**src/rtl/mem_seq_ctrl_if.sv**
```systemverilog
// Bundles the datapath request/result signals and the data memory port of mem_seq_ctrl.
// The slave modport is the sequencer's view; master is the CPU datapath plus memory.
interface mem_seq_ctrl_if #(
    parameter int unsigned ADR_W  = 10,
    parameter int unsigned DATA_W = 16
);
    logic              start;
    logic              op;
    logic [ADR_W-1:0]  base_adr;
    logic [ADR_W-1:0]  count;
    logic [ADR_W-1:0]  dst_adr;
    logic              busy;
    logic              done;
    logic [DATA_W-1:0] result;
    logic              ovf;
    logic [ADR_W-1:0]  mem_adr;
    logic [DATA_W-1:0] mem_wdata;
    logic              mem_wen;
    logic [DATA_W-1:0] mem_rdata;

    modport master (
        output start, op, base_adr, count, dst_adr, mem_rdata,
        input  busy, done, result, ovf, mem_adr, mem_wdata, mem_wen
    );

    modport slave (
        input  start, op, base_adr, count, dst_adr, mem_rdata,
        output busy, done, result, ovf, mem_adr, mem_wdata, mem_wen
    );
endinterface

```
**src/rtl/mem_seq_ctrl.sv**
```systemverilog
// Block-reduction sequencer: reads COUNT words from BASE, sums or takes the unsigned max,
// writes the result to DST, then pulses done and holds result/ovf until the next accept.
module mem_seq_ctrl #(
    parameter int unsigned ADR_W  = 10,
    parameter int unsigned DATA_W = 16
) (
    input logic           clk,
    input logic           rst_n,
    mem_seq_ctrl_if.slave bus
);
    typedef enum logic [1:0] {S_IDLE, S_READ, S_WRITE, S_DONE} state_t;

    state_t            state_q, state_d;
    logic              op_q, op_d;
    logic [ADR_W-1:0]  base_q, base_d;
    logic [ADR_W-1:0]  cnt_q, cnt_d;
    logic [ADR_W-1:0]  dst_q, dst_d;
    logic [ADR_W-1:0]  idx_q, idx_d;
    logic [DATA_W-1:0] acc_q, acc_d;
    logic              ovf_q, ovf_d;
    logic [DATA_W-1:0] result_q, result_d;
    logic [DATA_W:0]   sum_w;

    logic [ADR_W-1:0]  mem_adr_w;
    logic [DATA_W-1:0] mem_wdata_w;
    logic              mem_wen_w;
    logic              done_w;

    // Extra top bit captures the carry-out that feeds the sticky overflow flag.
    assign sum_w = {1'b0, acc_q} + {1'b0, bus.mem_rdata};

    always_comb begin
        state_d     = state_q;
        op_d        = op_q;
        base_d      = base_q;
        cnt_d       = cnt_q;
        dst_d       = dst_q;
        idx_d       = idx_q;
        acc_d       = acc_q;
        ovf_d       = ovf_q;
        result_d    = result_q;
        mem_adr_w   = '0;
        mem_wdata_w = '0;
        mem_wen_w   = 1'b0;
        done_w      = 1'b0;
        unique case (state_q)
            S_IDLE: begin
                if (bus.start) begin
                    op_d    = bus.op;
                    base_d  = bus.base_adr;
                    cnt_d   = bus.count;
                    dst_d   = bus.dst_adr;
                    idx_d   = '0;
                    acc_d   = '0;
                    ovf_d   = 1'b0;
                    state_d = (bus.count != '0) ? S_READ : S_WRITE;
                end
            end
            S_READ: begin
                mem_adr_w = base_q + idx_q;
                if (op_q) begin
                    acc_d = (bus.mem_rdata > acc_q) ? bus.mem_rdata : acc_q;
                end else begin
                    acc_d = sum_w[DATA_W-1:0];
                    ovf_d = ovf_q | sum_w[DATA_W];
                end
                idx_d = idx_q + ADR_W'(1);
                if (idx_q == cnt_q - ADR_W'(1)) begin
                    state_d = S_WRITE;
                end
            end
            S_WRITE: begin
                mem_adr_w   = dst_q;
                mem_wdata_w = acc_q;
                mem_wen_w   = 1'b1;
                result_d    = acc_q;
                state_d     = S_DONE;
            end
            S_DONE: begin
                done_w  = 1'b1;
                state_d = S_IDLE;
            end
            default: state_d = S_IDLE;
        endcase
    end

    always_ff @(posedge clk or negedge rst_n) begin
        if (!rst_n) begin
            state_q  <= S_IDLE;
            op_q     <= 1'b0;
            base_q   <= '0;
            cnt_q    <= '0;
            dst_q    <= '0;
            idx_q    <= '0;
            acc_q    <= '0;
            ovf_q    <= 1'b0;
            result_q <= '0;
        end else begin
            state_q  <= state_d;
            op_q     <= op_d;
            base_q   <= base_d;
            cnt_q    <= cnt_d;
            dst_q    <= dst_d;
            idx_q    <= idx_d;
            acc_q    <= acc_d;
            ovf_q    <= ovf_d;
            result_q <= result_d;
        end
    end

    assign bus.busy      = (state_q != S_IDLE);
    assign bus.done      = done_w;
    assign bus.result    = result_q;
    assign bus.ovf       = ovf_q;
    assign bus.mem_adr   = mem_adr_w;
    assign bus.mem_wdata = mem_wdata_w;
    assign bus.mem_wen   = mem_wen_w;
endmodule

```
**src/flat_wrapper.sv**
```systemverilog
// flat-port wrapper written by rule: the top's interface ports become plain ports
module mem_seq_ctrl_flat 
#(
    parameter int unsigned ADR_W  = 10,
    parameter int unsigned DATA_W = 16
)
  (clk, rst_n, bus_start, bus_op, bus_base_adr, bus_count, bus_dst_adr, bus_mem_rdata, bus_busy, bus_done, bus_result, bus_ovf, bus_mem_adr, bus_mem_wdata, bus_mem_wen);
  mem_seq_ctrl_if #(.ADR_W(ADR_W), .DATA_W(DATA_W)) bus_i ();
  input logic clk;
  input logic rst_n;
  input wire logic [$bits(bus_i.start)-1:0] bus_start;
  input wire logic [$bits(bus_i.op)-1:0] bus_op;
  input wire logic [$bits(bus_i.base_adr)-1:0] bus_base_adr;
  input wire logic [$bits(bus_i.count)-1:0] bus_count;
  input wire logic [$bits(bus_i.dst_adr)-1:0] bus_dst_adr;
  input wire logic [$bits(bus_i.mem_rdata)-1:0] bus_mem_rdata;
  output wire logic [$bits(bus_i.busy)-1:0] bus_busy;
  output wire logic [$bits(bus_i.done)-1:0] bus_done;
  output wire logic [$bits(bus_i.result)-1:0] bus_result;
  output wire logic [$bits(bus_i.ovf)-1:0] bus_ovf;
  output wire logic [$bits(bus_i.mem_adr)-1:0] bus_mem_adr;
  output wire logic [$bits(bus_i.mem_wdata)-1:0] bus_mem_wdata;
  output wire logic [$bits(bus_i.mem_wen)-1:0] bus_mem_wen;
  assign bus_i.start = bus_start;
  assign bus_i.op = bus_op;
  assign bus_i.base_adr = bus_base_adr;
  assign bus_i.count = bus_count;
  assign bus_i.dst_adr = bus_dst_adr;
  assign bus_i.mem_rdata = bus_mem_rdata;
  assign bus_busy = bus_i.busy;
  assign bus_done = bus_i.done;
  assign bus_result = bus_i.result;
  assign bus_ovf = bus_i.ovf;
  assign bus_mem_adr = bus_i.mem_adr;
  assign bus_mem_wdata = bus_i.mem_wdata;
  assign bus_mem_wen = bus_i.mem_wen;
  mem_seq_ctrl #(.ADR_W(ADR_W), .DATA_W(DATA_W)) u_core (.clk(clk), .rst_n(rst_n), .bus(bus_i));
endmodule
```
**config.mk**
```make
export PLATFORM = sky130hd
export DESIGN_NAME = mem_seq_ctrl_flat
export DESIGN_NICKNAME = d
export VERILOG_FILES = /design/src/rtl/mem_seq_ctrl_if.sv /design/src/rtl/mem_seq_ctrl.sv /design/src/flat_wrapper.sv
export SDC_FILE = /design/constraint.sdc
export NUM_CORES = 1
export LEC_CHECK = 0
export ABC_AREA = 1
export CELL_PAD_IN_SITES_DETAIL_PLACEMENT = 0
export CELL_PAD_IN_SITES_GLOBAL_PLACEMENT = 1
export CORE_MARGIN = 5
export CORE_UTILIZATION = 41
export CTS_CLUSTER_DIAMETER = 200
export DETAILED_ROUTE_END_ITERATION = 12
export GPL_TIMING_DRIVEN = 0
export PLACE_DENSITY = 0.89
export SLEW_MARGIN = 10
export SYNTH_ARGS = -nofsm -noshare
export SYNTH_HDL_FRONTEND = slang
export SYNTH_SLANG_ARGS = --single-unit
```
**constraint.sdc**
```tcl
create_clock -name clk -period 5.64 [get_ports clk]
set_input_delay 0.564 -clock clk [delete_from_list [all_inputs] [get_ports clk]]
set_output_delay 0.564 -clock clk [all_outputs]
set_load 0.01 [all_outputs]
```
==> flow_summary.ini <==
[yosys]
ys.flop_type = dfrtp_1
synth_common_cells = nand2_1 (290), inv_1 (123), dfrtp_1 (76), nand3_1 (65)
ys_types = 36
yosysTopAreaCell = dfrtp_1
synthTopCellsByArea = dfrtp_1 (34%), nand2_1 (19%), ha_1 (11%), inv_1 (8.3%), nand3_1 (5.8%)
syn_nets = 923
synth_most_common_cell = nand2_1
ys_seq_elements = 76
synth-edff-count = 0
synth_top_area_share = 0.340
yosysSeqAreaShare = 0.340
yosysWarnings = 0
netlist_instances = 823
syn_avg_cell_area_um2 = 6.80
synthesis.area_mm2 = 0.00560
synthArstFlopShare = 1.00

[floorplan]
core_mm2 = 0.0133
io-pin-count = 96
initial_core_util = 0.421
die_y_um = 127
die_area_mm2 = 0.0161
die_x_um = 127
num_rows = 42

[setup_path]
cp_slowest_cell = clkdlybuf4s50_1
path_max_fanout = 10
reg2reg_slack_ns = 3.39
start_kind = register
r2r_cells = 7
path_cells = inv_1 -> ha_1 -> clkbuf_1 -> clkbuf_1 -> nand2_1 -> inv_1 -> clkdlybuf4s50_1
worstSetupPathType = reg2out
worst_ep_arrival_time_ns = 2.92
r2r-start = u_core.state_q[0]$_DFFE_PN0P_
max_stage_delay_ns = 0.53
regToRegEndpoint = u_core.bus.result[9]$_DFFE_PN0P_
crit_path_end_kind = output port
cp.required_ns = 5.08

[job]
maxCapViolCount = 0

[clock_network]
clk_path_buf_depth = 2
post_cts_resized = 0
path_clk_slew_ns = 0.07
cts_max_level = 3
cts-root-buf = clkbuf_16
tritoncts = yes
cts_hold_buf = 0
post_cts_buffers = 0
insertion_delay_ns = 0.34
cts_num_sinks = 76
cts_buffers = 9

[placed_design]
placed_area_mm2 = 0.00679
portBuffers = 95
place.gp.congestion = 0.921
pre_cts_slack_ns = 2.51
place_hpwl_um = 12500

[run_status]
status = complete, no violations

[final_layout]
antenna_cells = 0
design_area_mm2 = 0.00706
area_delta_synth_final_pct = 26.2
final_nets = 1030
drive_gt1_frac = 0.0407

[routing]
wl_per_cell_um = 14.5
drc = 0
num_vias = 5460
drtAntennaViolNets = 0
totalWireLength_um = 16100
initialDrtViolationCount = 378
via_per_inst = 4.92
first_pass_iters = 5

[timing]
period_share = 0.618
relSlewSlack = 0.574
fmax_mhz = 287
setup_viol = 0
setup_slack_ns = 2.15
drv_slew = 0
rsz0062_at_grt = false
finalCriticalPeriod_ns = 3.49
worstMarginPinSlew_ns = 0.640
whs_ns = 0.141
hold_violations = 0
setup_tns_ns = 0
worst_clock_skew_ns = 0.0117

[power]
p_total_uw = 3420
p_leak_uw = 0.00373
max-vdd-ir-drop_mv = 0.216
powerDensity_mw_per_mm2 = 485

[global_route]
grt_pass1_vias = 5106
grt_overflow = 0
grt_max_degree = 49
antenna_found_initial = 0
track_usage = 0.204
grt_first_pass_wirelength_um = 26300

[worst_hold_path]
hold_path.class = in2async
layout by cell type (no fill, tap or decap), types with 5 or more instances in the layout:
cell type	instances
o21ai_1	5
nand2_1	290
nand3_1	65
clkbuf_1	15
nand4_1	10
clkbuf_16	9
nand2_2	5
nor2_1	42
dfrtp_1	76
nor3_1	10
o21ai_0	42
inv_1	123
a21oi_1	48
clkdlybuf4s50_1	94
ha_1	48
o22ai_1	5
final cells by class:
type / count / area [um2]
clock buffer: 11 / 243
tap: 176 / 220
clock inverter: 4 / 26.3
fill: 1359 / 6230
timing repair buffer: 96 / 976
inverter: 128 / 483
multi-input combinational: 602 / 3130
sequential: 76 / 1900
buffer: 17 / 80.1
logic make-up (layout without fill, tap and decap cells):
kind of cell	Yosys count	count (layout)	share of synthesized area
and+or+nand+nor	434	434	0.326
buffers and inverters	145	256	0.101
AOI/OAI and AO/OA	110	110	0.106
DFF	76	76	0.340
adders and majority gates	50	50	0.114
xor gates and xnor gates	8	8	0.0125
sequential cells by signal, summed over array words and instances (netlist names):
register	count
u_core.bus.ovf	1
u_core.op_q	1
u_core.bus.result	16
u_core.acc_q	16
u_core.base_q	10
u_core.cnt_q	10
u_core.idx_q	10
u_core.state_q	2
u_core.dst_q	10
report_power, final:
part           leakage (uW)  total [uW]  switching, uW  internal [uW]
logic               0.00261        1940           1200            742
clock network      0.000131         545            238            307
registers          0.000990         933            174            759
total               0.00373        3420           1610           1810
worst max path at each step:
stage                                  endpoint                     startpoint  slack (ns)  depth (start not counted)
finish                         bus_mem_wdata[4]  u_core.state_q[0]$_DFFE_PN0P_        2.15                          7
global route                     bus_mem_adr[7]  u_core.state_q[0]$_DFFE_PN0P_        1.97                          7
CTS                              bus_mem_adr[2]  u_core.state_q[0]$_DFFE_PN0P_        2.14                          7
detailed placement               bus_mem_adr[2]  u_core.state_q[0]$_DFFE_PN0P_        2.51                          7
global placement    u_core.idx_q[1]$_DFFE_PN0P_                          rst_n        1.16                          1
floorplan                        bus_mem_adr[6]    u_core.idx_q[0]$_DFFE_PN0P_        3.46                          9
per-layer routing:
layer	track usage	vias to the layer above	share of wire
li1	-	2829	-
met3	0.0366	17	0.065
met1	0.307	2464	0.51
met4	0.0599	0	0.015
met5	0	-	0
met2	0.298	150	0.41
worst max-delay path, delay by kind of cell (launching register included):
| kind | cells | cell delay [ns] |
|---|---|---|
| and+or+nand+nor | 1 | 0.29 |
| adders and majority gates | 1 | 0.18 |
| buffers and inverters | 5 | 1.69 |
| DFF | 1 | 0.41 |
stage by stage:
stage,util,cells
CTS,0.531,1110
finish,0.531,1110
floorplan,-,823
global placement,0.509,1094
detailed placement,0.511,1095
global route,0.531,1110
Power figures use the tool's default switching activity.
==> edit (config.mk and constraints unchanged) <==
`ADR_W` is set to 10 in 3 places; all go to 8.
--- a/src/rtl/mem_seq_ctrl_if.sv
+++ b/src/rtl/mem_seq_ctrl_if.sv
@@ -1,7 +1,7 @@
 // Bundles the datapath request/result signals and the data memory port of mem_seq_ctrl.
 // The slave modport is the sequencer's view; master is the CPU datapath plus memory.
 interface mem_seq_ctrl_if #(
-    parameter int unsigned ADR_W  = 10,
+    parameter int unsigned ADR_W  = 8,
     parameter int unsigned DATA_W = 16
 );
     logic              start;
--- a/src/rtl/mem_seq_ctrl.sv
+++ b/src/rtl/mem_seq_ctrl.sv
@@ -1,7 +1,7 @@
 // Block-reduction sequencer: reads COUNT words from BASE, sums or takes the unsigned max,
 // writes the result to DST, then pulses done and holds result/ovf until the next accept.
 module mem_seq_ctrl #(
-    parameter int unsigned ADR_W  = 10,
+    parameter int unsigned ADR_W  = 8,
     parameter int unsigned DATA_W = 16
 ) (
     input logic           clk,
--- a/src/flat_wrapper.sv
+++ b/src/flat_wrapper.sv
@@ -1,7 +1,7 @@
 // flat-port wrapper written by rule: the top's interface ports become plain ports
 module mem_seq_ctrl_flat 
 #(
-    parameter int unsigned ADR_W  = 10,
+    parameter int unsigned ADR_W  = 8,
     parameter int unsigned DATA_W = 16
 )
   (clk, rst_n, bus_start, bus_op, bus_base_adr, bus_count, bus_dst_adr, bus_mem_rdata, bus_busy, bus_done, bus_result, bus_ovf, bus_mem_adr, bus_mem_wdata, bus_mem_wen);
Interface: changed (resized bus_base_adr, bus_count, bus_dst_adr and bus_mem_adr); port bits go from 96 to 88. No check against the original RTL was run, so the function may have changed too.
==> edit against the original RTL <==
- synthesized area shrank 9.7%
- design area down 8.1%
- final cell count down 10%
- routed wire length down 13%
- setup slack better by 0.15 ns
- sequential cell count fell by 8
- maximum frequency grew 4.4%
- power is 1.2% lower
- via count shrank 12%
- largest power group unchanged
==> edit: results <==
set metrics [dict create \
    syn_avg_cell_area_um2 6.967 \
    dr_wl_met2_um 6369 \
    drive_above_1_share_pct 5.549 \
    met3_usage_pct 4.709 \
    firstDrtPassIters 4 \
    layout.cells.non_filler 997 \
    ir_drop_mv 0.2488 \
    leakage_nw 3.439 \
    synth.net_count 817 \
    grt_max_degree 42 \
    drt_first_iter_violations 296 \
    synth.area.top_cells "dfrtp_1 (34%), nand2_1 (18%), ha_1 (11%), inv_1 (8.3%), a21oi_1 (4.1%)" \
    wl_met3_um 676 \
    synthTopCellsByCount "nand2_1 (247), inv_1 (112), dfrtp_1 (68)" \
    grtUsageTotal_pct 20.31 \
    synth_cell_types 33 \
    worstPathArrival_ns 2.77 \
    ant_nets 0 \
    ys_seq_area_share_pct 33.69 \
    worstMarginPinSlew_ns 0.7638 \
    critical_path.max_stage_delay_ns 0.55 \
    wl_per_cell_um 14.06 \
    met1_length_um 6754 \
    multiInputGateArea_um2 2845 \
    status "complete, no violations" \
    use_met1_pct 26.70 \
    place.gp.congestion 0.8762 \
    rr_worst_depth 14 \
    clock_skew_ns 0.007129 \
    dp_cells 981 \
    use_met2_pct 32.72 \
    grt_pass1_vias 4935 \
]
-- edit: cell count changes in the layout (fill, tap and decap cells not counted), sizes merged, moves of 9 or more --
cell   change
nor2       +9
mux2      +16
o21ai     -13
inv       -10
nand3     -29
nand2     -48
-- edit: worst paths after layout --
path                       slack [ns]                           endpoint                             start
hold reg to reg                  0.47   u_core.bus.result[8]$_DFFE_PN0P_  u_core.bus.result[8]$_DFFE_PN0P_
setup / recovery                 2.30                   bus_mem_wdata[9]     u_core.state_q[0]$_DFFE_PN0P_
hold / removal                   0.14        u_core.cnt_q[7]$_DFFE_PN0P_                             rst_n
setup reg to reg                 3.42        u_core.acc_q[8]$_DFFE_PN0P_       u_core.acc_q[0]$_DFFE_PN0P_
max in group asynchronous        4.95  u_core.bus.result[13]$_DFFE_PN0P_                             rst_n
min in group clk                 0.47   u_core.bus.result[8]$_DFFE_PN0P_  u_core.bus.result[8]$_DFFE_PN0P_
-- edit: power groups by stage --
stage	logic (mW)	clock network (mW)	registers, mW
2_1_floorplan	1.23	0	0.843
6_report	1.86	0.660	0.865
5_1_grt	2.11	0.695	0.897
3_3_place_gp	1.82	0	0.861
4_1_cts	1.87	0.677	0.865
3_5_place_dp	1.86	0	0.870
-- edit: cell type report --
type	instances	area share, %
clock inverter	6	1.716
multi-input combinational	527	43.84
tap	168	3.239
clock buffer	10	3.528
sequential	68	26.22
buffer	13	1.003
inverter	117	6.767
timing repair buffer	88	13.69
-- edit: cells by family after synthesis --
family / Yosys count / synth area share [%]
simple gates: 364 / 29.33
buf+inv: 130 / 9.983
compound gates: 89 / 9.512
flops: 68 / 33.69
fa+ha+maj: 48 / 12.19
mux: 16 / 3.567
xor+xnor: 10 / 1.734
